`config.mk`:
```
export PLATFORM = sky130hd
export DESIGN_NAME = game_sequencer_flat
export DESIGN_NICKNAME = d
export VERILOG_FILES = /design/src/rtl/dino_pkg.sv /design/src/rtl/game_sequencer_if.sv /design/src/rtl/bcd_counter4.sv /design/src/rtl/game_sequencer.sv /design/src/flat_wrapper.sv
export SDC_FILE = /design/constraint.sdc
export NUM_CORES = 1
export LEC_CHECK = 0
export ABC_AREA = 1
export BUFFER_PORTS_ARGS = -buffer_cell sky130_fd_sc_hd__buf_2
export CAP_MARGIN = 0
export CORE_UTILIZATION = 35
export DETAILED_ROUTE_END_ITERATION = 8
export PLACE_DENSITY = 0.54
export SYNTH_ARGS = -nofsm -noshare
export SYNTH_HDL_FRONTEND = slang
export SYNTH_SLANG_ARGS = --single-unit
```
`constraint.sdc`:
```
create_clock -name clk -period 2.4 [get_ports clk]
set_input_delay 0.12 -clock clk [delete_from_list [all_inputs] [get_ports clk]]
set_output_delay 0.12 -clock clk [all_outputs]
set_load 0.05 [all_outputs]
```
`src/rtl/dino_pkg.sv`:
```
// -----------------------------------------------------------------------------
// dino_pkg
// Shared definitions for the Dino game blocks.
//   gs_state_e : game phase encoding, visible on game_sequencer's state output
//   BCD_DIGITS : number of decimal digits in the score
//   SCORE_W    : packed BCD score width (4 bits per digit)
// -----------------------------------------------------------------------------
package dino_pkg;

   typedef enum logic [1:0] {
      GS_IDLE      = 2'd0,
      GS_RUN       = 2'd1,
      GS_OVER_HOLD = 2'd2,
      GS_OVER      = 2'd3
   } gs_state_e;

   localparam int BCD_DIGITS = 4;
   localparam int SCORE_W    = 16;

endpackage

```
`src/rtl/game_sequencer_if.sv`:
```
// -----------------------------------------------------------------------------
// game_sequencer_if
// Bundles the game sequencer's event inputs and status outputs.
//   game_tick, game_start_pulse, game_over_pulse : one-clk event strobes
//   state, running, score, hi_score, new_hi, speed, obs_step : status
// Modports:
//   master : the side producing the event strobes and observing status
//   slave  : the game sequencer itself
// Event semantics: there is no backpressure. Every strobe is a single-cycle
// pulse sampled on exactly one rising clk edge; holding a strobe high for N
// cycles means N separate events.
// -----------------------------------------------------------------------------
interface game_sequencer_if;
   import dino_pkg::*;

   logic               game_tick;
   logic               game_start_pulse;
   logic               game_over_pulse;
   logic [1:0]         state;
   logic               running;
   logic [SCORE_W-1:0] score;
   logic [SCORE_W-1:0] hi_score;
   logic               new_hi;
   logic [2:0]         speed;
   logic               obs_step;

   modport master (
      output game_tick, game_start_pulse, game_over_pulse,
      input  state, running, score, hi_score, new_hi, speed, obs_step
   );

   modport slave (
      input  game_tick, game_start_pulse, game_over_pulse,
      output state, running, score, hi_score, new_hi, speed, obs_step
   );

endinterface

```
`src/rtl/bcd_counter4.sv`:
```
// -----------------------------------------------------------------------------
// bcd_counter4
// Four-digit packed BCD counter, saturating at 9999.
// Ports:
//   clk, rst_n   : clock, asynchronous active-low reset
//   clr_i        : synchronous clear (wins over inc_i)
//   inc_i        : increment by one
//   value_o      : packed BCD value, digit 3 in [15:12]
//   hund_roll_o  : registered one-cycle flag, high in the cycle after an
//                  increment whose result ends in 00 (every 100 points)
// -----------------------------------------------------------------------------
module bcd_counter4
   import dino_pkg::*;
(
   input  logic               clk,
   input  logic               rst_n,
   input  logic               clr_i,
   input  logic               inc_i,
   output logic [SCORE_W-1:0] value_o,
   output logic               hund_roll_o
);

   logic [SCORE_W-1:0] value_q;
   logic [SCORE_W-1:0] value_d;
   logic               roll_q;
   logic               at_max;

   assign at_max = (value_q == {BCD_DIGITS{4'h9}});

   // Ripple a +1 through the digits: a 9 wraps to 0 and keeps the carry going.
   always_comb begin : bcd_inc
      logic carry;
      value_d = value_q;
      carry   = 1'b1;
      for (int i = 0; i < BCD_DIGITS; i++) begin
         if (carry) begin
            if (value_q[4*i +: 4] == 4'h9) begin
               value_d[4*i +: 4] = 4'h0;
            end else begin
               value_d[4*i +: 4] = value_q[4*i +: 4] + 4'h1;
               carry             = 1'b0;
            end
         end
      end
   end

   always_ff @(posedge clk or negedge rst_n) begin
      if (!rst_n) begin
         value_q <= '0;
         roll_q  <= 1'b0;
      end else if (clr_i) begin
         value_q <= '0;
         roll_q  <= 1'b0;
      end else if (inc_i && !at_max) begin
         value_q <= value_d;
         roll_q  <= (value_d[7:0] == 8'h00);
      end else begin
         roll_q  <= 1'b0;
      end
   end

   assign value_o     = value_q;
   assign hund_roll_o = roll_q;

endmodule

```
`src/rtl/game_sequencer.sv`:
```
// -----------------------------------------------------------------------------
// game_sequencer
// Central game-phase controller: IDLE / RUN / OVER_HOLD / OVER, score and
// high score, obstacle speed ramp and the per-frame obstacle step strobe.
// Parameters:
//   SCORE_DIV : game ticks per score increment
//   MAX_SPEED : speed saturation level (1..7)
//   OVER_HOLD : game ticks spent in OVER_HOLD before a restart is accepted
// Ports:
//   clk, rst_n : clock, asynchronous active-low reset
//   bus        : game_sequencer_if.slave (event strobes in, status out)
// All outputs come straight from registers.
// -----------------------------------------------------------------------------
module game_sequencer
   import dino_pkg::*;
#(
   parameter int SCORE_DIV = 6,
   parameter int MAX_SPEED = 4,
   parameter int OVER_HOLD = 60
) (
   input  logic             clk,
   input  logic             rst_n,
   game_sequencer_if.slave  bus
);

   localparam int DIV_W  = $clog2(SCORE_DIV + 1);
   localparam int HOLD_W = $clog2(OVER_HOLD + 1);

   localparam logic [DIV_W-1:0]  DIV_LAST  = DIV_W'(SCORE_DIV - 1);
   localparam logic [HOLD_W-1:0] HOLD_INIT = HOLD_W'(OVER_HOLD - 1);
   localparam logic [2:0]        SPEED_MAX = 3'(MAX_SPEED);

   gs_state_e          state_q;
   logic               running_q;
   logic [DIV_W-1:0]   div_q;
   logic [HOLD_W-1:0]  hold_q;
   logic [2:0]         speed_q;
   logic               new_hi_q;
   logic [SCORE_W-1:0] hi_score_q;
   logic               obs_step_q;

   logic               score_clr;
   logic               score_inc;
   logic [SCORE_W-1:0] score_w;
   logic               hund_roll;

   // Entering RUN clears the score in the same edge as the state change.
   assign score_clr = ((state_q == GS_IDLE) || (state_q == GS_OVER)) && bus.game_start_pulse;

   // A crash in the same cycle as a tick swallows that tick's increment.
   assign score_inc = (state_q == GS_RUN) && bus.game_tick && !bus.game_over_pulse &&
                      (div_q == DIV_LAST);

   bcd_counter4 u_score (
      .clk         (clk),
      .rst_n       (rst_n),
      .clr_i       (score_clr),
      .inc_i       (score_inc),
      .value_o     (score_w),
      .hund_roll_o (hund_roll)
   );

   always_ff @(posedge clk or negedge rst_n) begin
      if (!rst_n) begin
         state_q    <= GS_IDLE;
         running_q  <= 1'b0;
         div_q      <= '0;
         hold_q     <= '0;
         speed_q    <= 3'd0;
         new_hi_q   <= 1'b0;
         hi_score_q <= '0;
         obs_step_q <= 1'b0;
      end else begin
         obs_step_q <= 1'b0;

         // The hundreds flag lags the score by one clk, so the speed seen
         // alongside obs_step is still the pre-update value.
         if ((state_q == GS_RUN) && hund_roll && (speed_q < SPEED_MAX)) begin
            speed_q <= speed_q + 3'd1;
         end

         case (state_q)
            GS_IDLE, GS_OVER: begin
               // A tick arriving with the start pulse is discarded.
               if (bus.game_start_pulse) begin
                  state_q   <= GS_RUN;
                  running_q <= 1'b1;
                  div_q     <= '0;
                  speed_q   <= 3'd1;
                  new_hi_q  <= 1'b0;
               end
            end

            GS_RUN: begin
               if (bus.game_over_pulse) begin
                  state_q   <= GS_OVER_HOLD;
                  running_q <= 1'b0;
                  hold_q    <= HOLD_INIT;
                  // Packed BCD orders the same as plain unsigned binary.
                  if (score_w > hi_score_q) begin
                     hi_score_q <= score_w;
                     new_hi_q   <= 1'b1;
                  end
               end else if (bus.game_tick) begin
                  obs_step_q <= 1'b1;
                  div_q      <= (div_q == DIV_LAST) ? '0 : div_q + DIV_W'(1);
               end
            end

            GS_OVER_HOLD: begin
               if (bus.game_tick) begin
                  if (hold_q == '0) begin
                     state_q <= GS_OVER;
                  end else begin
                     hold_q <= hold_q - HOLD_W'(1);
                  end
               end
            end

            default: state_q <= GS_IDLE;
         endcase
      end
   end

   assign bus.state    = state_q;
   assign bus.running  = running_q;
   assign bus.score    = score_w;
   assign bus.hi_score = hi_score_q;
   assign bus.new_hi   = new_hi_q;
   assign bus.speed    = speed_q;
   assign bus.obs_step = obs_step_q;

endmodule
```
`src/flat_wrapper.sv`:
```
// flat-port wrapper written by rule: the top's interface ports become plain ports
module game_sequencer_flat import dino_pkg::*;
#(
   parameter int SCORE_DIV = 6,
   parameter int MAX_SPEED = 4,
   parameter int OVER_HOLD = 60
)
  (clk, rst_n, bus_game_tick, bus_game_start_pulse, bus_game_over_pulse, bus_state, bus_running, bus_score, bus_hi_score, bus_new_hi, bus_speed, bus_obs_step);
  game_sequencer_if bus_i ();
  input  logic clk;
  input  logic rst_n;
  input wire logic [$bits(bus_i.game_tick)-1:0] bus_game_tick;
  input wire logic [$bits(bus_i.game_start_pulse)-1:0] bus_game_start_pulse;
  input wire logic [$bits(bus_i.game_over_pulse)-1:0] bus_game_over_pulse;
  output wire logic [$bits(bus_i.state)-1:0] bus_state;
  output wire logic [$bits(bus_i.running)-1:0] bus_running;
  output wire logic [$bits(bus_i.score)-1:0] bus_score;
  output wire logic [$bits(bus_i.hi_score)-1:0] bus_hi_score;
  output wire logic [$bits(bus_i.new_hi)-1:0] bus_new_hi;
  output wire logic [$bits(bus_i.speed)-1:0] bus_speed;
  output wire logic [$bits(bus_i.obs_step)-1:0] bus_obs_step;
  assign bus_i.game_tick = bus_game_tick;
  assign bus_i.game_start_pulse = bus_game_start_pulse;
  assign bus_i.game_over_pulse = bus_game_over_pulse;
  assign bus_state = bus_i.state;
  assign bus_running = bus_i.running;
  assign bus_score = bus_i.score;
  assign bus_hi_score = bus_i.hi_score;
  assign bus_new_hi = bus_i.new_hi;
  assign bus_speed = bus_i.speed;
  assign bus_obs_step = bus_i.obs_step;
  game_sequencer #(.SCORE_DIV(SCORE_DIV), .MAX_SPEED(MAX_SPEED), .OVER_HOLD(OVER_HOLD)) u_core (.clk(clk), .rst_n(rst_n), .bus(bus_i));
endmodule
```
==> results.sh, run 1 <==
export IMPL_core_area_sq_um=8217
export IMPL_leakagePower_nw=1.822
export IMPL_via_count=2405
export IMPL_ys_flop_type="dfrtp_1"
export IMPL_num_fill_cells=835
export IMPL_async_flop_share=1.000
export IMPL_ios=45
export IMPL_drt_drc_violations_left=0
export IMPL_seqCellArea_sq_um=1251
export IMPL_root_buffer="clkbuf_8"
export IMPL_drive_above_1_share=0.2115
export IMPL_ys_top_cells_by_area="dfrtp_1, ha_1, nand2_1"
export IMPL_ir_drop_mv=0.6293
export IMPL_track_usage=0.1520
export IMPL_die_area_sq_um=8852
export IMPL_die_h_um=94.09
export IMPL_finalCritPeriodShare=0.8638
export IMPL_pwr_share_comb=0.410
export IMPL_min_from="bus_game_tick"
export IMPL_clock_latency_ns=0.30
export IMPL_r2r_slack_ns=0.33
export IMPL_setup_tns_ns=0
export IMPL_cp_data_arrival_time_ns=2.25
export IMPL_area_growth_pct=16.19
export IMPL_yosysMostFrequentCell="nand2_1"
export IMPL_ys_warnings_count=0
export IMPL_internal_power_mw=1.484
export IMPL_period_needed_ns=2.073
export IMPL_yosysSeqAreaShare=0.4216
export IMPL_grt_first_pass_wirelength_um=10470
export IMPL_netlist_area_sq_um=2968
export IMPL_grt_overflow_total=0
export IMPL_outcome="finished, final reports clean"
export IMPL_syn_nets=390
export IMPL_post_synth_inst_count=359
export IMPL_fin_nets=447
export IMPL_seqPwrFrac=0.404
export IMPL_grt_pass1_vias=2258
export IMPL_start_kind="flop"
export IMPL_antenna_found_initial=0
export IMPL_p_sw_mw=1.055
export IMPL_initialDrtViolationCount=93
export IMPL_die_w_um=94.09
export IMPL_start_util=0.3612
export IMPL_rr_startpoint="u_core.u_score.value_o[14]"
export IMPL_hold_end="u_core.bus.obs_step"
export IMPL_cp_end_kind="flop"
export IMPL_max_slew_worst_pin_slew_ns=0.6602
export IMPL_totalWireLength_um=6102
export IMPL_cts_resized_gates=0
export IMPL_synth_edf_count=0
export IMPL_power_frac_clock=0.186
export IMPL_crit_fanout=31
export IMPL_clock_sinks=50
export IMPL_synth_seq_cells=50
export IMPL_power_density_nw_per_um2=736.2
export IMPL_yosysUniqueCellTypes=35
export IMPL_via_per_inst=4.616
export IMPL_syn_avg_cell_area_sq_um=8.267
export IMPL_rsz0062_at_grt="no"
export IMPL_dr_pass1_iters=4
export IMPL_hold_depth=3
export IMPL_port_buffers=44
export IMPL_num_rows=33
export IMPL_swShare=0.4156
export IMPL_worst_setup_path_type="reg -> reg"
export IMPL_maxSlewViolCount=0
export IMPL_worst_r2r_cell_count=9
export IMPL_cts_buffer_depth=2
export IMPL_hold_buffers=1
export IMPL_drv_cap=0
export IMPL_ant_nets=0
export IMPL_cts_reportedPaths_clkPinSlew_ns=0.09
export IMPL_synth_common_cells="nand2_1, inv_1, dfrtp_1, o21ai_0, nor2_1"
export IMPL_post_dp_hpwl_um=4636
export IMPL_max_freq_mhz=482.4
export IMPL_postCtsSetupRepairBufs=0
export IMPL_finalWorstSetupSlack_ns=0.3269
export IMPL_worst_ep_required_time_ns=2.58
export IMPL_wl_per_cell_um=11.71
export IMPL_grt_max_degree=51
export IMPL_cts_buffers=5
export IMPL_multi_input_area_sq_um=1466
export IMPL_synth_top_area_share=0.4216
export IMPL_skew_ns=0.004362
export IMPL_slew_headroom=0.5599
export IMPL_synth_top_area_cell="dfrtp_1"
export IMPL_antennaDiodeCount=0
export IMPL_setup_violations=0
export IMPL_hold_viol_final=0
export IMPL_htree_levels=2
export IMPL_hold_class="in -> reg"
export IMPL_pre_cts_slack_ns=0.2779
export IMPL_gp_congestion=0.8541
export IMPL_cts_tree="done"
export IMPL_rr_endpoint="u_core.bus.hi_score[11]"
==> worst max path at each step <==
stage	startpoint	end	slack, ns	cells after the start
finish	u_core.u_score.value_o[14]	u_core.bus.hi_score[11]	0.33	9
global route	u_core.u_score.value_o[11]	u_core.bus.hi_score[11]	0.008	10
CTS	u_core.u_score.value_o[14]	u_core.bus.hi_score[11]	0.27	9
detailed placement	u_core.u_score.value_o[14]	u_core.bus.hi_score[11]	0.28	9
global placement	u_core.u_score.value_o[14]	u_core.bus.hi_score[12]	0.33	9
floorplan	u_core.bus.hi_score[15]	u_core.bus.hi_score[10]	0.39	11
==> registers in the layout, indices dropped and copies added (netlist names) <==
signal,flops
u_core.bus.running,1
u_core.hold_q,6
u_core.u_score.value_o,16
u_core.bus.speed,3
u_core.bus.obs_step,1
u_core.bus.state,2
u_core.bus.new_hi,1
u_core.div_q,3
u_core.bus.hi_score,16
u_core.u_score.hund_roll_o,1
==> logic make-up after synthesis <==
group	Yosys count	share of synthesized area
multiplexers	1	0.003794
flip-flops	50	0.4216
adder cells (fa/ha/maj)	26	0.1096
AO/OA/AOI/OAI	73	0.1366
XOR/XNOR	4	0.01180
AND/OR/NAND/NOR	144	0.2323
buffers and inverters	61	0.08432
==> through the flow <==
stage	instance area, sq um	std cells	utilization	total power [mW]	hold slack (ns)
after global routing	3448	521	0.4197	2.759	0.1268
after global placement	3362	513	0.4092	2.088	0.2856
after detailed placement	3362	513	0.4092	2.090	0.2841
after floorplan	2968	359	-	1.834	-0.1756
after CTS	3448	521	0.4197	2.579	0.09816
final	3448	521	0.4197	2.539	0.1038
==> critical path: stages, from the launching register on <==
cell	delay [ns]
dfrtp_1	0.49
ha_1	0.32
nand2_1	0.07
nor3_1	0.29
nand2_1	0.09
nand2_1	0.06
nand2_1	0.11
nor2_4	0.11
buf_4	0.27
o21ai_0	0.13
==> layout by cell type (no fill, tap or decap), types with 3 or more instances in the layout <==
| cell type | instances |
|---|---|
| a21oi_1 | 17 |
| buf_2 | 44 |
| buf_4 | 10 |
| clkbuf_8 | 5 |
| dfrtp_1 | 50 |
| ha_1 | 26 |
| inv_1 | 51 |
| inv_2 | 3 |
| nand2_1 | 70 |
| nand2_2 | 7 |
| nand2_4 | 4 |
| nand3_1 | 16 |
| nand4_1 | 3 |
| nor2_1 | 30 |
| nor2_4 | 3 |
| nor3_1 | 3 |
| o21ai_0 | 33 |
| o21ai_1 | 6 |
| o21ai_2 | 3 |
| o22ai_1 | 6 |
| o31ai_1 | 3 |
| xor2_1 | 4 |
==> power by group through the flow <==
stage	Combinational [mW]	Clock, mW	Sequential, mW
after floorplan	0.646	0	1.19
after global placement	1.04	0	1.04
after detailed placement	1.05	0	1.04
after CTS	1.05	0.501	1.03
after global routing	1.19	0.527	1.04
final	1.04	0.472	1.03
==> final cells by class <==
| type | count | area share |
|---|---|---|
| clock buffers | 7 | 0.02213 |
| inverters | 56 | 0.06313 |
| well taps | 105 | 0.03810 |
| flip-flops and latches | 50 | 0.3628 |
| multi-input cells | 248 | 0.4253 |
| repair buffers | 55 | 0.08853 |
==> routing by layer <==
metal,GRT usage,up-vias,routed length [um]
met1,0.2115,1071,3092
met2,0.2378,49,2663
met3,0.02994,6,279
li1,-,1279,-
met4,0.04359,0,67
met5,0,-,0
No activity file was read; power rests on OpenSTA's default activity.
==> inputs of run 2 (changes only) <==
==> constraint.sdc (replaced) <==
create_clock -name clk -period 2.6 [get_ports clk]
set_input_delay 0.13 -clock clk [delete_from_list [all_inputs] [get_ports clk]]
set_output_delay 0.13 -clock clk [all_outputs]
set_load 0.05 [all_outputs]
==> run 2 against run 1 <==
  * Clock skew increased by 0.0023 ns
  * Setup slack improved by 0.29 ns
  * Core utilization increased by 0.091 points
  * Fmax increased by 4.3%
  * Combinational power decreased by 10%
  * Sequential share of layout area decreased by 0.079 points
  * Power decreased by 3.1%
  * Register-to-register slack improved by 0.29 ns
  * Count of clock-buffer cells in the layout decreased by 2
  * Sequential cell count unchanged
  * Non-clock buffer count decreased by 4
  * Sequential power decreased by 6%
  * Highest routed layer unchanged
==> results.sh, run 2 (synthesis results as in run 1) <==
export IMPL_cts_reportedPaths_clkPinSlew_ns=0.10
export IMPL_dpl_cell_count=509
export IMPL_layout_commonest_cell="nand2_1"
export IMPL_crit_top_cell="nand2_1"
export IMPL_worst_ep_required_time_ns=2.83
export IMPL_grt_pass1_vias=2219
export IMPL_skew_ns=0.006649
export IMPL_hold_end="u_core.bus.obs_step"
export IMPL_slew_headroom=0.7023
export IMPL_dpl_instance_area_sq_um=3332
export IMPL_num_fill_cells=848
export IMPL_critPathSlowestCell="dfrtp_1"
export IMPL_period_needed_ns=1.988
export IMPL_setup_violations=0
export IMPL_root_buffer="clkbuf_8"
export IMPL_finalCritPeriodShare=0.7645
export IMPL_leakagePower_nw=1.813
export IMPL_post_dp_hpwl_um=4802
export IMPL_cts_buffers=5
export IMPL_cts_tree="done"
export IMPL_postCtsSetupRepairBufs=0
export IMPL_clock_latency_ns=0.31
export IMPL_initialDrtViolationCount=105
export IMPL_die_w_um=94.09
export IMPL_final_cells=518
export IMPL_maxSlewViolCount=0
export IMPL_antenna_found_initial=0
export IMPL_crit_fanout=16
export IMPL_final_area_sq_um=3456
export IMPL_finalPower_mw=2.461
export IMPL_drive_above_1_share=0.2107
export IMPL_die_area_sq_um=8852
export IMPL_pre_cts_slack_ns=0.5962
export IMPL_power_density_nw_per_um2=712.0
export IMPL_port_buffers=44
export IMPL_max_slew_worst_pin_slew_ns=0.4465
export IMPL_finalWorstSetupSlack_ns=0.6122
export IMPL_hold_class="in -> reg"
export IMPL_r2r_slack_ns=0.61
export IMPL_die_h_um=94.09
export IMPL_worst_r2r_cell_count=10
export IMPL_track_usage=0.1524
export IMPL_grt_overflow_total=0
export IMPL_cp_end_kind="flop"
export IMPL_grt_first_pass_wirelength_um=10430
export IMPL_drt_drc_violations_left=0
export IMPL_via_count=2431
export IMPL_dr_pass1_iters=4
export IMPL_rr_startpoint="u_core.u_score.value_o[10]"
export IMPL_fin_nets=443
export IMPL_outcome="finished, final reports clean"
export IMPL_area_growth_pct=16.44
export IMPL_antennaDiodeCount=0
export IMPL_min_from="bus_game_tick"
export IMPL_wl_per_cell_um=12.07
export IMPL_ios=45
export IMPL_start_util=0.3612
export IMPL_start_kind="flop"
export IMPL_cts_buffer_depth=2
export IMPL_layout_common_cells="nand2_1, inv_1, dfrtp_1"
export IMPL_drv_cap=0
export IMPL_grt_max_degree=34
export IMPL_max_freq_mhz=503.1
export IMPL_ir_drop_mv=0.5443
export IMPL_crit_chain="ha_1 -> nand4_1 -> nor3_1 -> nand2_1 -> nand2_1 -> nand2_1 -> nor2_4 -> buf_4 -> nand2_1 -> o21ai_0"
export IMPL_cp_data_arrival_time_ns=2.22
export IMPL_hold_viol_final=0
export IMPL_num_rows=33
export IMPL_via_per_inst=4.693
export IMPL_worst_setup_path_type="reg -> reg"
export IMPL_rsz0062_at_grt="no"
export IMPL_utilization=0.4206
export IMPL_setup_tns_ns=0
export IMPL_core_area_sq_um=8217
export IMPL_htree_levels=2
export IMPL_clock_sinks=50
export IMPL_ant_nets=0
export IMPL_max_stage_delay_ns=0.49
export IMPL_gp_congestion=0.8056
export IMPL_totalWireLength_um=6253
export IMPL_rr_endpoint="u_core.bus.hi_score[1]"
export IMPL_hold_worst_slack_ns=0.1303
export IMPL_hold_depth=3
export IMPL_setup_worst_path_start="u_core.u_score.value_o[10]"
-- run 2: cell count changes in the layout (fill, tap and decap cells not counted), sizes merged --
| cell | change |
|---|---|
| clkinvlp | +2 |
| buf | -4 |
| clkbuf | -2 |
| bufinv | +1 |
-- run 2: layout make-up --
type | count | area (sq um) | share of cell area
Inverter | 56 | 217.7 | 0.06300
Timing Repair Buffer | 51 | 275.3 | 0.07965
Tap cell | 105 | 131.4 | 0.03802
Sequential cell | 50 | 1251 | 0.3621
Clock inverter | 3 | 45.04 | 0.01303
Clock buffer | 5 | 68.82 | 0.01991
Multi-Input combinational cell | 248 | 1466 | 0.4243
-- run 2: worst max path at each step --
stage | endpoint | slack (ns) | cells after the start
after floorplan | u_core.bus.hi_score[10] | 0.59 | 11
after global placement | u_core.bus.hi_score[7] | 0.64 | 10
after detailed placement | u_core.bus.hi_score[13] | 0.60 | 9
after CTS | u_core.bus.hi_score[1] | 0.57 | 10
after global routing | u_core.bus.hi_score[10] | 0.42 | 10
final | u_core.bus.hi_score[1] | 0.61 | 10
-- run 2: critical path: cells and delay by family, from the launching register on --
| kind | cells | cell delay [ns] |
|---|---|---|
| compound gates | 1 | 0.07 |
| simple gates | 7 | 0.79 |
| fa+ha+maj | 1 | 0.35 |
| flops | 1 | 0.49 |
| buf+inv | 1 | 0.20 |
-- run 2: routing by layer --
metal / part of all wire / vias up / global-route usage
li1: - / 1274 / -
met1: 0.50 / 1095 / 0.2098
met2: 0.43 / 53 / 0.2336
met3: 0.057 / 9 / 0.03883
met4: 0.013 / 0 / 0.04615
met5: 0 / - / 0
-- run 2: timing repair --
item | CTS | global route
endpoints found under the hold margin | 17 | 0
hold buffers | 1 | 0
resized for setup | 0 | 0
-- run 2: power by group --
group          internal (mW)  switching, mW
Sequential             0.882         0.0832
Clock                  0.287          0.278
Combinational          0.285          0.647
Total                   1.45           1.01
==> inputs of run 3 (changes only) <==
==> constraint.sdc (replaced) <==
create_clock -name clk -period 2.1 [get_ports clk]
set_input_delay 0.105 -clock clk [delete_from_list [all_inputs] [get_ports clk]]
set_output_delay 0.105 -clock clk [all_outputs]
set_load 0.05 [all_outputs]
==> run 3 against run 2 <==
  * Sequential cell count unchanged
  * Die area stayed put
  * Clock power about the same
  * Combinational power grew 29%
  * Cell count up 2.1%
  * Register-to-register slack got worse by 0.42 ns
  * Critical path depth is 2 higher
  * First-iteration DRC count is 11% higher
  * Via count is 2.2% higher
  * Sequential power grew 21%
  * Largest power group is now combinational cells
==> results.sh, run 3 (synthesis results as in run 1) <==
export IMPL_cp_num_buf_inv=1
export IMPL_ant_nets=0
export IMPL_skew_ns=0.004599
export IMPL_rsz0062_at_grt="no"
export IMPL_grt_first_pass_wirelength_um=11180
export IMPL_drv_cap=0
export IMPL_seqPwrFrac=0.399
export IMPL_antenna_found_initial=0
export IMPL_hold_viol_final=0
export IMPL_initialDrtViolationCount=117
export IMPL_max_stage_delay_ns=0.46
export IMPL_die_w_um=94.09
export IMPL_die_h_um=94.09
export IMPL_period_needed_ns=1.905
export IMPL_worst_ep_required_time_ns=2.29
export IMPL_internal_power_mw=1.722
export IMPL_cts_buffers=5
export IMPL_port_buffers=44
export IMPL_crit_chain="ha_1 -> nand2_1 -> nand2_1 -> nand3_1 -> nand2_1 -> a21oi_1 -> nand2_1 -> nand2_1 -> nor2_4 -> buf_12 -> nand2_1 -> o21ai_0"
export IMPL_layout_commonest_cell="nand2_1"
export IMPL_cts_reportedPaths_clkPinSlew_ns=0.09
export IMPL_critPathSlowestCell="dfrtp_1"
export IMPL_dpl_cell_count=522
export IMPL_slew_headroom=0.5257
export IMPL_clock_latency_ns=0.30
export IMPL_setup_tns_ns=0
export IMPL_worst_setup_path_type="reg -> reg"
export IMPL_grt_max_degree=32
export IMPL_hold_class="in -> reg"
export IMPL_crit_top_cell="nand2_1"
export IMPL_area_growth_pct=19.27
export IMPL_core_area_sq_um=8217
export IMPL_swShare=0.4136
export IMPL_crit_fanout=31
export IMPL_totalWireLength_um=6422
export IMPL_pre_cts_slack_ns=0.1171
export IMPL_htree_levels=2
export IMPL_fin_nets=456
export IMPL_final_cells=529
export IMPL_ir_drop_mv=0.5824
export IMPL_wl_per_cell_um=12.14
export IMPL_max_slew_worst_pin_slew_ns=0.7114
export IMPL_root_buffer="clkbuf_8"
export IMPL_drt_drc_violations_left=0
export IMPL_antennaDiodeCount=0
export IMPL_crit_family="simple AND/OR/NAND/NOR gates"
export IMPL_leakagePower_nw=1.878
export IMPL_dr_pass1_iters=4
export IMPL_power_density_nw_per_um2=829.6
export IMPL_setup_violations=0
export IMPL_cp_end_kind="flop"
export IMPL_p_sw_mw=1.214
export IMPL_cp_data_arrival_time_ns=2.09
export IMPL_die_area_sq_um=8852
export IMPL_finalCritPeriodShare=0.9070
export IMPL_num_rows=33
export IMPL_finalWorstSetupSlack_ns=0.1954
export IMPL_via_count=2484
export IMPL_power_frac_clock=0.191
export IMPL_post_dp_hpwl_um=5055
export IMPL_grt_overflow_total=0
export IMPL_grt_pass1_vias=2404
export IMPL_outcome="finished, final reports clean"
export IMPL_track_usage=0.1612
export IMPL_start_util=0.3612
export IMPL_maxSlewViolCount=0
export IMPL_drive_above_1_share=0.2335
export IMPL_via_per_inst=4.696
export IMPL_cts_buffer_depth=2
export IMPL_layout_common_cells="nand2_1, inv_1, dfrtp_1"
export IMPL_cts_tree="done"
export IMPL_ios=45
export IMPL_clock_sinks=50
export IMPL_start_kind="flop"
export IMPL_max_freq_mhz=525.0
export IMPL_pwr_share_comb=0.410
export IMPL_gp_congestion=0.7843
-- run 3: cell types whose count changed in the layout (fill, tap and decap cells not counted) --
cell | previous run | this run
nor3_2 | 2 | 3
buf_4 | 6 | 18
bufinv_16 | 1 | 0
clkbuf_8 | 5 | 6
clkinvlp_4 | 2 | 0
nor3_1 | 3 | 2
buf_12 | 0 | 1
-- run 3: what timing repair did --
item,4_1_cts,5_1_grt
setup endpoints to repair,0,16
setup buffers,0,0
hold buffers,1,0
hold endpoints to repair,29,0
resized for setup,0,1
-- run 3: final cells by class --
cell class	count	area [sq um]
well taps	105	131.4
flip-flops and latches	50	1251
fillers	833	4677
repair buffers	64	385.4
clock buffers	6	82.58
multi-input cells	248	1471
inverters	56	217.7
-- run 3: final timing paths --
check | depth (start not counted) | slack (ns) | endpoint | startpoint
setup / recovery | 12 | 0.20 | u_core.bus.hi_score[9] | u_core.u_score.value_o[9]
hold / removal | 3 | 0.11 | u_core.bus.obs_step | bus_game_tick
min in group asynchronous | 2 | 0.38 | u_core.bus.hi_score[2] | rst_n
setup reg to reg | 12 | 0.20 | u_core.bus.hi_score[9] | u_core.u_score.value_o[9]
hold reg to reg | 2 | 0.49 | u_core.bus.new_hi | u_core.bus.new_hi
max in group asynchronous | 3 | 1.08 | u_core.hold_q[0] | rst_n
-- run 3: per-stage QoR --
step | hold WS [ns] | total power, mW | instance area [sq um] | util
finish | 0.1126 | 2.936 | 3540 | 0.4308
global route | 0.1530 | 3.171 | 3540 | 0.4308
CTS | 0.1080 | 2.970 | 3535 | 0.4302
detailed placement | 0.2144 | 2.399 | 3442 | 0.4189
global placement | 0.2036 | 2.383 | 3442 | 0.4189
floorplan | -0.1906 | 2.096 | 2968 | -
-- run 3: routing by layer --
layer,up-vias,global-route usage,part of all wire,wire [um]
met5,-,0,0,0
met4,0,0.04231,0.0097,62
met3,5,0.03074,0.036,233
met2,45,0.2628,0.46,2948
met1,1139,0.2176,0.49,3177
li1,1295,-,-,-
-- run 3: worst register-to-register path: stages, from the launching register on --
cell and delay [ns]:
dfrtp_1 0.46, ha_1 0.32, nand2_1 0.06, nand2_1 0.05, nand3_1 0.06, nand2_1 0.06
a21oi_1 0.19, nand2_1 0.08, nand2_1 0.15, nor2_4 0.06, buf_12 0.16, nand2_1 0.06
o21ai_0 0.08
-- run 3: power by group through the flow --
stage                     Clock, mW  Sequential (mW)  Combinational (mW)
after global placement            0             1.19                1.19
final                         0.562             1.17                1.20
after detailed placement          0             1.19                1.21
after global routing          0.619             1.19                1.36
after floorplan                   0             1.36               0.738
after CTS                     0.582             1.17                1.22
